**config.mk**
```make
export PLATFORM = sky130hd
export DESIGN_NAME = regbank_seq
export DESIGN_NICKNAME = d
export VERILOG_FILES = /design/src/rtl/regbank_seq.sv
export SDC_FILE = /design/constraint.sdc
export NUM_CORES = 1
export LEC_CHECK = 0
export BUFFER_PORTS_ARGS = -buffer_cell sky130_fd_sc_hd__buf_4
export CAP_MARGIN = 30
export CORE_UTILIZATION = 40
export DETAILED_ROUTE_END_ITERATION = 12
export PLACE_DENSITY = 0.59
export SETUP_SLACK_MARGIN = 0.4
export SLEW_MARGIN = 15
export SYNTH_ARGS = -nofsm -noshare
export SYNTH_HDL_FRONTEND = slang
export SYNTH_SLANG_ARGS = --single-unit
```
**constraint.sdc**
```tcl
create_clock -name clk -period 4.6 [get_ports clk]
set_clock_uncertainty 0.05 [all_clocks]
set_input_delay 0.92 -clock clk [delete_from_list [all_inputs] [get_ports clk]]
set_output_delay 0.92 -clock clk [all_outputs]
set_load 0.01 [all_outputs]
```
**src/rtl/regbank_seq.sv**
```systemverilog
// regbank_seq: byte register bank with pair view, stack pointer, program counter and a two-cycle pair exchange.
module regbank_seq #(
  parameter int DATASIZE = 8,
  parameter int REGSBITS = 3,
  parameter logic [2*DATASIZE-1:0] RESETPC = '0
) (
  input  logic                  clk,
  input  logic                  rst_,
  input  logic                  cmd_vld,
  output logic                  cmd_rdy,
  input  logic [2:0]            cmd_op,
  input  logic [REGSBITS-1:0]   cmd_ra,
  input  logic [REGSBITS-2:0]   cmd_rb,
  input  logic [2*DATASIZE-1:0] cmd_d,
  input  logic [REGSBITS-1:0]   rd_a,
  output logic [DATASIZE-1:0]   rd_q,
  input  logic [REGSBITS-2:0]   rp_a,
  output logic [2*DATASIZE-1:0] rp_q,
  input  logic                  pc_inc,
  input  logic                  pc_ld,
  input  logic [2*DATASIZE-1:0] pc_d,
  output logic [2*DATASIZE-1:0] pc_q,
  output logic                  done,
  output logic                  ixz
);
  localparam int REGCOUNT = 2**REGSBITS;
  localparam int PAIRSIZE = 2*DATASIZE;
  localparam int REGPBITS = REGSBITS-1;
  localparam int NPAIRS   = 2**REGPBITS;
  localparam logic [2:0] OP_WRB = 3'b001, OP_WRP = 3'b010, OP_INC = 3'b011,
                         OP_DEC = 3'b100, OP_CPY = 3'b101, OP_XCH = 3'b110;
  typedef enum logic {IDLE, XCH2} state_t;
  state_t r_state, w_next;
  logic [DATASIZE-1:0] r_regs [REGCOUNT];
  logic [PAIRSIZE-1:0] r_sp, r_pc, r_tmp;
  logic [REGPBITS-1:0] r_xrb;
  logic                r_done, r_ixz;
  logic [PAIRSIZE-1:0] w_pairs [NPAIRS];
  logic [REGPBITS-1:0] w_ra, w_pwa;
  logic [PAIRSIZE-1:0] w_pa, w_pb, w_pwd;
  logic                w_acc, w_pwe, w_bwe, w_idc;
  // The all-ones pair index aliases SP, not the top two byte registers
  for (genvar g = 0; g < NPAIRS; g++) begin : g_pair
    if (g == NPAIRS-1) begin : g_sp
      assign w_pairs[g] = r_sp;
    end else begin : g_reg
      assign w_pairs[g] = {r_regs[2*g], r_regs[2*g+1]};
    end
  end
  assign w_ra    = cmd_ra[REGPBITS-1:0];
  assign w_pa    = w_pairs[w_ra];
  assign w_pb    = w_pairs[cmd_rb];
  assign cmd_rdy = r_state == IDLE;
  assign w_acc   = cmd_vld && cmd_rdy;
  assign w_idc   = w_acc && (cmd_op == OP_INC || cmd_op == OP_DEC);
  assign rd_q    = r_regs[rd_a];
  assign rp_q    = w_pairs[rp_a];
  assign pc_q    = r_pc;
  assign done    = r_done;
  assign ixz     = r_ixz;
  always_comb begin
    w_next = r_state;
    w_pwe  = 1'b0;
    w_bwe  = 1'b0;
    w_pwa  = w_ra;
    w_pwd  = cmd_d;
    if (r_state == XCH2) begin
      w_next = IDLE;
      w_pwe  = 1'b1;
      w_pwa  = r_xrb;
      w_pwd  = r_tmp;
    end else if (cmd_vld) begin
      case (cmd_op)
        OP_WRB: w_bwe = 1'b1;
        OP_WRP: w_pwe = 1'b1;
        OP_INC: begin w_pwe = 1'b1; w_pwd = w_pa + 1'b1; end
        OP_DEC: begin w_pwe = 1'b1; w_pwd = w_pa - 1'b1; end
        OP_CPY: begin w_pwe = 1'b1; w_pwd = w_pb; end
        OP_XCH: begin w_pwe = 1'b1; w_pwd = w_pb; w_next = XCH2; end
        default: ;
      endcase
    end
  end
  always_ff @(posedge clk or posedge rst_)
    if (rst_) r_state <= IDLE;
    else      r_state <= w_next;
  always_ff @(posedge clk or posedge rst_) begin
    if (rst_) begin
      for (int i = 0; i < REGCOUNT; i++) r_regs[i] <= '0;
      r_sp   <= '0;
      r_tmp  <= '0;
      r_xrb  <= '0;
      r_pc   <= RESETPC;
      r_done <= 1'b0;
      r_ixz  <= 1'b0;
    end else begin
      if (w_bwe) r_regs[cmd_ra] <= cmd_d[DATASIZE-1:0];
      if (w_pwe && &w_pwa) r_sp <= w_pwd;
      if (w_pwe && !(&w_pwa)) begin
        r_regs[{w_pwa, 1'b0}] <= w_pwd[PAIRSIZE-1:DATASIZE];
        r_regs[{w_pwa, 1'b1}] <= w_pwd[DATASIZE-1:0];
      end
      if (w_acc && cmd_op == OP_XCH) begin
        r_tmp <= w_pa;
        r_xrb <= cmd_rb;
      end
      if (w_idc) r_ixz <= w_pwd == '0;
      r_done <= (w_acc && cmd_op != OP_XCH) || r_state == XCH2;
      r_pc   <= pc_ld ? pc_d : pc_inc ? r_pc + 1'b1 : r_pc;
    end
  end
endmodule
```
==> run summary, run 1 <==
CTS root buffer = clkbuf_16
Post-DR wirelength/cell = 22.7 um
Clock Latency Late Sink = 0.43 ns
Setup Viol. Count Final = 0
Via count of the routed design = 6860
Worst Setup End Kind = flop
Total Power = 4390 uW
Die Area = 21300 um^2
Mapped Cells = 778
Antenna violations before repair = 0
Port Buffers = 92
Post-synth top flop = dfrtp_1
Most frequent cells in the layout = dfrtp_1 (117), buf_4 (112), nand2_1 (85)
Via/cell ratio = 6.07
GP Congestion = 0.936
Crit path max-delay cell type = mux4_2
Die Width = 146 um
Pre-CTS setup slack = 0.369 ns
P per Cell Area = 449 nW/um^2
Top post-synthesis cells by area = dfrtp_1 (35%), mux4_2 (14%), mux2_2 (8.0%)
Peak supply drop = 0.233 mV
Max Cap Viol = 0
Ports = 93
TritonRoute pass-1 iters = 5
Vias in the first global route = 6800
Ratio of cells with drive above 1 in the final layout = 32.2%
Clk pin slew, worst setup/hold paths = 0.06 ns
Flops & latches, synth = 117
Final layout net count = 914
Area leader, netlist = dfrtp_1
Number of diodes = 0
First-pass GRT wire length = 40.4 mm
Status = complete, no violations
ANT nets after route = 0
Total GRT Usage = 25.2%
Die H = 146 um
Starting DRT DRC Count = 555
DRC Markers = 0
Fin crit period = 3.84 ns
Post-synth EDFFs = 0
CORE AREA = 20300 um^2
Share of the synthesized area in the top cell type = 35.3%
TritonCTS Buffers = 17
Buffer depth of the longest clock path = 2
Crit-path max cell delay = 0.60 ns
Worst path required time = 4.90 ns
Post-CTS Setup Inserts = 0
Startpoint types = input pin
Final Cycle Share = 83.5%
Worst min path class = flop to flop
Least-Margin Pin Slew = 0.953 ns
Data arrival time of the worst path = 4.14 ns
Synth cell types = 77
PostCTS Resize Cnt = 0
Hold buffers post-CTS = 0
Lkg Pwr = 0.00412 uW
Fin. Hold Viols = 0
Max frequency = 260 MHz
Post-Syn Area per Cell = 10.7 um^2
Most common cell after layout, fill and taps aside = dfrtp_1
Yosys warnings = 0
Post-Syn Nets = 844
Final worst slack = 0.759 ns
# rows = 52
Crit-path max FO = 21
Crit-path cells = buf_4 -> mux4_2 -> ha_1 -> a21oi_1 -> a211oi_1 -> o21ai_0 -> a31o_2 -> nand3_2 -> nor4_2 -> nand4b_1 -> o21ai_1
H-tree depth = 4
Final max-slew violation count = 0
Sequential area share after synthesis = 35.3%
FFs w/ async S/R, synth = 100%
Post-route setup TNS = 0 ns
CTS Sinks = 117
Routed wire length = 25.7 mm
Area Overhead vs Synth = 17.9%
DP HPWL = 18.8 mm
GRT overflow = 0
Worst slew margin = 36.5%
CTS tree = done
Critical setup path kind = input pin to flop
Starting Density = 40.8%
RSZ-0062 raised after global routing = no
Largest net degree at the start of global routing = 60
Synthesized area = 8290 um^2
[report_power, final]
group,leakage (uW),switching (uW),internal (uW),total [uW]
combinational,0.00240,687,772,1460
sequential,0.00143,300,1290,1590
clock,0.000291,522,816,1340
total,0.00412,1510,2880,4390
[worst max-delay path: cells and delay by family]
kind / cells / cell delay (ns)
multiplexers: 1 / 0.60
adder cells (fa/ha/maj): 1 / 0.39
AO/OA/AOI/OAI: 5 / 1.22
AND/OR/NAND/NOR: 3 / 0.68
buffers and inverters: 1 / 0.31
[synthesized netlist by cell type (all sizes together) (2+ instances only)]
| cell | number |
|---|---|
| nand3b | 7 |
| and3 | 6 |
| nor3b | 3 |
| nand2b | 6 |
| and2 | 6 |
| xor2 | 16 |
| nand4bb | 2 |
| o21a | 2 |
| o22a | 2 |
| a21oi | 45 |
| ha | 15 |
| nand4b | 2 |
| a22oi | 2 |
| clkbuf | 38 |
| nand3 | 15 |
| mux4 | 63 |
| a31o | 4 |
| a21o | 2 |
| inv | 14 |
| a221oi | 8 |
| nand2 | 85 |
| a221o | 2 |
| mux2 | 59 |
| or2 | 3 |
| o21bai | 4 |
| dfrtp | 117 |
| xnor2 | 4 |
| o211ai | 8 |
| or3b | 2 |
| mux2i | 24 |
| nor2 | 40 |
| nor2b | 19 |
| a211oi | 20 |
| nor4 | 3 |
| a31oi | 4 |
| nand4 | 11 |
| buf | 23 |
| o22ai | 4 |
| o21ai | 62 |
| a21boi | 2 |
| nor3 | 7 |
[worst paths after layout]
| kind | to | cells after the start | slack, ns | start |
|---|---|---|---|---|
| max | ixz | 11 | 0.76 | cmd_ra[0] |
| min | r_tmp[4] | 1 | 0.45 | r_tmp[4] |
| max reg2reg | ixz | 10 | 1.22 | r_regs[23] |
| min reg2reg | r_tmp[4] | 1 | 0.45 | r_tmp[4] |
| max in group asynchronous | r_tmp[8] | 3 | 3.00 | rst_ |
| min in group asynchronous | r_regs[0] | 2 | 0.58 | rst_ |
[sequential cells by signal (all words and copies together), names as in the netlist]
name and cells:
done 1, r_tmp 16, r_state 1, r_regs 64, ixz 1, r_xrb 2, r_sp 16, pc_q 16
[area by class of cell]
cell class	instances	area (um^2)
clock inverter	14	149
tap	270	338
fill	1894	10500
inverter	14	55.1
sequential	117	2930
clock buffer	18	439
timing repair buffer	112	841
multi-input combinational	586	5020
[per-stage QoR]
stage	hold slack [ns]	util, %	cell area (um^2)	std cells
floorplan	0.422	-	8290	778
global placement	0.433	45.2	9190	1099
detailed placement	0.440	45.2	9190	1099
CTS	0.451	48.1	9770	1131
global route	0.465	48.1	9770	1131
finish	0.450	48.1	9770	1131
[routing by layer]
layer / vias up / track usage [%] / wire (um)
met5: - / 0 / 0
met4: 0 / 7.74 / 517
met3: 32 / 6.74 / 2100
met2: 271 / 37.2 / 11400
met1: 3471 / 36.1 / 11700
li1: 3086 / - / -
[logic make-up (layout without fill, tap and decap cells)]
group	count (synthesis)	after routing	synth area share, %
flops	117	117	35.3
xor+xnor	20	20	2.11
fa+ha+maj	16	16	2.51
buf+inv	75	158	4.17
simple gates	221	221	13.4
mux	146	146	28.5
compound gates	183	183	14.0
Power figures use the tool's default switching activity.
==> inputs of run 2 (changes only) <==
--- a/config.mk
+++ b/config.mk
@@ -9,7 +9,7 @@
 export CAP_MARGIN = 30
 export CORE_UTILIZATION = 40
 export DETAILED_ROUTE_END_ITERATION = 12
-export PLACE_DENSITY = 0.59
+export PLACE_DENSITY = 0.61
 export SETUP_SLACK_MARGIN = 0.4
 export SLEW_MARGIN = 15
 export SYNTH_ARGS = -nofsm -noshare
==> constraint.sdc (replaced) <==
create_clock -name clk -period 3.4 [get_ports clk]
set_clock_uncertainty 0.05 [all_clocks]
set_input_delay 0.68 -clock clk [delete_from_list [all_inputs] [get_ports clk]]
set_output_delay 0.68 -clock clk [all_outputs]
set_load 0.01 [all_outputs]
==> run 2 against run 1 <==
  * Sequential share of layout area decreased by 2.8 points
  * Largest power group is now combinational logic
  * Combinational power grew 66%
  * Power increased by 47%
  * Die area is the same
==> run summary, run 2 (synthesis results as in run 1) <==
TritonRoute pass-1 iters = 5
Total GRT Usage = 25.0%
Clk pin slew, worst setup/hold paths = 0.06 ns
Worst path required time = 3.69 ns
Register area = 2940 um^2
Worst slew margin = 53.9%
Crit path max-delay cell type = mux4_2
Via count of the routed design = 7094
Critical setup path kind = flop to flop
Max frequency = 333 MHz
Port Buffers = 92
Die Area = 21300 um^2
Data arrival time of the worst path = 3.30 ns
Crit-path max cell delay = 0.52 ns
Area post-placement = 9880 um^2
Fin crit period = 3.01 ns
GP Congestion = 0.972
Post-route setup TNS = 0 ns
CP dominant cell by count = o21ai_1
Worst Setup End Kind = flop
Max Cap Viol = 0
Fin. Hold Viols = 0
Final layout net count = 990
Antenna violations before repair = 0
Buffer depth of the longest clock path = 2
Most frequent cells in the layout = buf_4 (181), dfrtp_1 (108), nand2_1 (82)
Lkg Pwr = 0.00453 uW
CTS root buffer = clkbuf_16
Setup Viol. Count Final = 0
Starting Density = 40.8%
Vias in the first global route = 6971
Hold WS = 0.294 ns
TritonCTS Buffers = 17
DRC Markers = 0
CTS Sinks = 117
Hold buffers post-CTS = 0
GRT overflow = 0
Crit-path cells = mux4_2 -> ha_4 -> nand3_1 -> o21ai_4 -> o21ai_1 -> xnor2_1 -> a221o_1 -> nor2_1 -> nand4b_1 -> o21ai_1
P per Cell Area = 597 nW/um^2
Grt met1 use = 35.9%
Cell area after layout = 10800 um^2
First-pass GRT wire length = 40.4 mm
Status = complete, no violations
Grt met3 use = 5.45%
Number of diodes = 0
Multi-input gate area = 5390 um^2
Least-Margin Pin Slew = 0.689 ns
Ratio of cells with drive above 1 in the final layout = 44.1%
Largest net degree at the start of global routing = 54
Buf+Inv Stages, Crit Path = 0
Max reg flops = 64
CORE AREA = 20300 um^2
Routing usage on met2 = 37.1%
Worst min path class = input pin to asynchronous set/reset pin
Routed wire length = 25.8 mm
Most common cell after layout, fill and taps aside = buf_4
Ports = 93
Cell family with most CP delay = compound AO/OA/AOI/OAI gates
Die H = 146 um
Starting DRT DRC Count = 601
H-tree depth = 4
Die Width = 146 um
Area Overhead vs Synth = 30.7%
Startpoint types = flop
Post-DR wirelength/cell = 21.3 um
Busiest grt layer = met2
Clock Latency Late Sink = 0.42 ns
Post-layout util = 53.4%
# rows = 52
CTS tree = done
Final Cycle Share = 88.4%
Final max-slew violation count = 0
Fill cells = 1842
ANT nets after route = 0
Crit-path max FO = 5
RSZ-0062 raised after global routing = yes
Peak supply drop = 0.367 mV
DP HPWL = 19.5 mm
Largest Register = r_regs
Via/cell ratio = 5.88
## run 2: cell types whose count changed in the layout (fill, tap and decap cells not counted), sizes merged
cell | previous run | this run
buf | 112 | 187
inv | 18 | 20
bufinv | 2 | 3
clkbuf | 18 | 17
clkinv | 7 | 6
## run 2: worst reg2reg max path, delay by kind of cell (launching register included)
kind,cells,cell delay (ns)
AOI/OAI and AO/OA,4,0.96
xor gates and xnor gates,1,0.17
muxes,1,0.52
and+or+nand+nor,3,0.43
adders and majority gates,1,0.35
DFF,1,0.44
## run 2: through the flow
step	total power, uW	setup slack (ns)	std cells
final	6470	0.394	1207
after floorplan	3480	0.0642	778
after global placement	4350	-0.150	1165
after CTS	6350	0.409	1201
after global routing	6770	0.321	1207
after detailed placement	4390	-0.150	1165
## run 2: layout make-up
type	instances	area share, %
Clock buffer	17	3.93
Multi-Input combinational cell	586	49.8
Sequential cell	117	27.1
Inverter	14	0.566
Timing Repair Buffer	187	13.7
Tap cell	270	3.12
Clock inverter	15	1.78
Timing Repair inverter	1	0.0577
## run 2: final timing paths
| kind | startpoint | endpoint | slack, ns | depth (start not counted) |
|---|---|---|---|---|
| min in group clk | pc_d[0] | pc_q[0] | 0.42 | 3 |
| hold / removal | rst_ | r_regs[8] | 0.29 | 2 |
| setup / recovery | r_regs[50] | ixz | 0.39 | 10 |
| max in group asynchronous | rst_ | pc_q[12] | 2.20 | 3 |
| setup reg to reg | r_regs[50] | ixz | 0.39 | 10 |
| hold reg to reg | r_tmp[7] | r_tmp[7] | 0.45 | 1 |
## run 2: per-layer routing
layer	routed length (um)	share of wire [%]
met1	11700	45
met4	564	2.2
met5	0	0
met2	11500	45
met3	1990	7.7
## run 2: what timing repair did
item,in CTS,in global routing
pin swaps,2,16
resized for setup,13,43
setup buffers,3,6
hold endpoints to repair,0,0
gates cloned,1,0
endpoints found under the setup margin,18,24
## run 2: power by group
group          switching [uW]  total [uW]  internal [uW]
logic                    1100        2420           1310
registers                 406        2160           1760
clock network             721        1890           1170
total                    2230        6470           4240
==> inputs of run 3 (changes only) <==
--- a/config.mk
+++ b/config.mk
@@ -7,6 +7,7 @@
 export LEC_CHECK = 0
 export BUFFER_PORTS_ARGS = -buffer_cell sky130_fd_sc_hd__buf_4
 export CAP_MARGIN = 30
+export CORE_ASPECT_RATIO = 1.4
 export CORE_UTILIZATION = 40
 export DETAILED_ROUTE_END_ITERATION = 12
 export PLACE_DENSITY = 0.61
==> run 3 against run 2 <==
  * Power down 1.5%
  * Non-clock buffer count up 20
  * Routed wire length up 4.5%
  * Clock-buffer cell count up 6
  * Global-route usage up 1.5 points
  * Largest power group unchanged
==> run summary, run 3 (synthesis results as in run 1) <==
Status = complete, no violations
Total GRT Usage = 26.5%
Switching share of power = 33.7%
Startpoint types = flop
Final Cycle Share = 89.6%
Most common cell after layout, fill and taps aside = buf_4
DP HPWL = 19.8 mm
Max reg flops = 64
Max frequency = 328 MHz
Largest Register = r_regs
Post-layout util = 54.2%
Via count of the routed design = 7299
Die Width = 124 um
Crit-path max FO = 5
Starting DRT DRC Count = 496
Final layout net count = 1009
Worst path required time = 3.70 ns
Ratio of cells with drive above 1 in the final layout = 43.6%
Setup Viol. Count Final = 0
Most frequent cells in the layout = buf_4 (199), dfrtp_1 (112), nand2_1 (83)
Worst min path class = input pin to asynchronous set/reset pin
Max Cap Viol = 0
Final worst slack = 0.354 ns
Buffer depth of the longest clock path = 2
H-tree depth = 4
Worst Setup End Kind = flop
CORE AREA = 20100 um^2
GP Congestion = 0.988
Largest net degree at the start of global routing = 44
Routed wire length = 26.9 mm
Post-DR wirelength/cell = 22.3 um
Worst slew margin = 44.1%
CTS tree = done
CTS Sinks = 117
Fin crit period = 3.05 ns
Pre-CTS setup slack = -0.231 ns
Critical setup path kind = flop to flop
Lkg Pwr = 0.00464 uW
Vias in the first global route = 7265
Register area = 2930 um^2
Die Area = 21300 um^2
Area Overhead vs Synth = 31.3%
Multi-input gate area = 5340 um^2
Antenna violations before repair = 0
Ports = 93
ANT nets after route = 0
Switch Pwr = 2150 uW
Flop pwr share = 33.2%
Placed Cells = 1156
P per Cell Area = 586 nW/um^2
Total Power = 6370 uW
TritonRoute pass-1 iters = 5
Port Buffers = 92
GRT overflow = 0
Clk pin slew, worst setup/hold paths = 0.06 ns
# rows = 61
Via/cell ratio = 6.04
CTS root buffer = clkbuf_16
Least-Margin Pin Slew = 0.837 ns
RSZ-0062 raised after global routing = yes
Final max-slew violation count = 0
Hold WS = 0.365 ns
Fill cells = 1786
Clk pwr share = 28.1%
Clock Latency Late Sink = 0.42 ns
Internal Power = 4230 uW
Die H = 172 um
Comb power frac = 38.7%
DRC Markers = 0
Number of diodes = 0
Peak supply drop = 0.399 mV
Final Non-Filler Cells = 1208
Data arrival time of the worst path = 3.35 ns
Starting Density = 41.3%
First-pass GRT wire length = 41.6 mm
TritonCTS Buffers = 17
Hold buffers post-CTS = 0
Fin. Hold Viols = 0
==> run 3: cell types whose count changed in the layout (fill, tap and decap cells not counted), moves of 4 or more <==
| cell | previous run | this run |
|---|---|---|
| buf_4 | 181 | 199 |
| clkbuf_1 | 0 | 4 |
| clkinv_4 | 4 | 0 |
| dfrtp_1 | 108 | 112 |
| dfrtp_2 | 9 | 5 |
| inv_6 | 5 | 1 |
==> run 3: area by class of cell <==
class | count | area share [%]
repair buffers | 207 | 15.2
clock inverters | 9 | 0.931
inverters | 14 | 0.586
multi-input cells | 586 | 49.1
clock buffers | 23 | 4.30
well taps | 252 | 2.90
flip-flops and latches | 117 | 27.0
==> run 3: worst max-delay path, stage by stage (launching register included) <==
cell	delay, ns
dfrtp_2	0.43
mux4_2	0.54
fa_2	0.41
a211oi_4	0.25
o21ai_2	0.12
buf_4	0.15
nand4_1	0.16
a2111o_1	0.19
nand2_2	0.09
nor4_2	0.24
nand4b_1	0.17
o21ai_1	0.16
==> run 3: power by group through the flow <==
stage / Sequential [uW] / Combinational [uW] / Clock (uW)
CTS: 2100 / 2310 / 1810
finish: 2120 / 2470 / 1790
global placement: 2110 / 2240 / 0
global route: 2160 / 2660 / 1860
detailed placement: 2120 / 2270 / 0
floorplan: 1990 / 1480 / 0
==> run 3: final timing paths <==
path                             from         end  slack (ns)  cells after the start
min reg2reg                  r_tmp[4]    r_tmp[4]        0.45                      1
min in group clk              pc_d[8]     pc_q[8]        0.41                      3
min                              rst_    pc_q[14]        0.36                      2
max in group asynchronous        rst_  r_regs[49]        2.21                      3
max                        r_regs[49]         ixz        0.35                     11
max reg2reg                r_regs[49]         ixz        0.35                     11
==> run 3: per-layer routing <==
| metal | up-vias | GRT usage, % | part of all wire [%] |
|---|---|---|---|
| met5 | - | 0 | 0 |
| met4 | 0 | 11.0 | 3.5 |
| met3 | 58 | 4.55 | 5.5 |
| met2 | 270 | 45.4 | 52 |
| met1 | 3687 | 32.6 | 39 |
| li1 | 3284 | - | - |
==> run 3: metrics by stage <==
stage	cell area, um^2	setup TNS (ns)
after detailed placement	9930	-3.44
after global routing	10900	0
final	10900	0
after floorplan	8500	0
after global placement	9930	-2.94
after CTS	10600	0
==> run 3: what timing repair did <==
item                                    in CTS  in global routing
buffers inserted                             6                 13
endpoints found under the setup margin      24                 24
resized for setup                           12                 31
pin swaps                                    9                 19
gates cloned                                 0                  1
endpoints found under the hold margin        0                  0
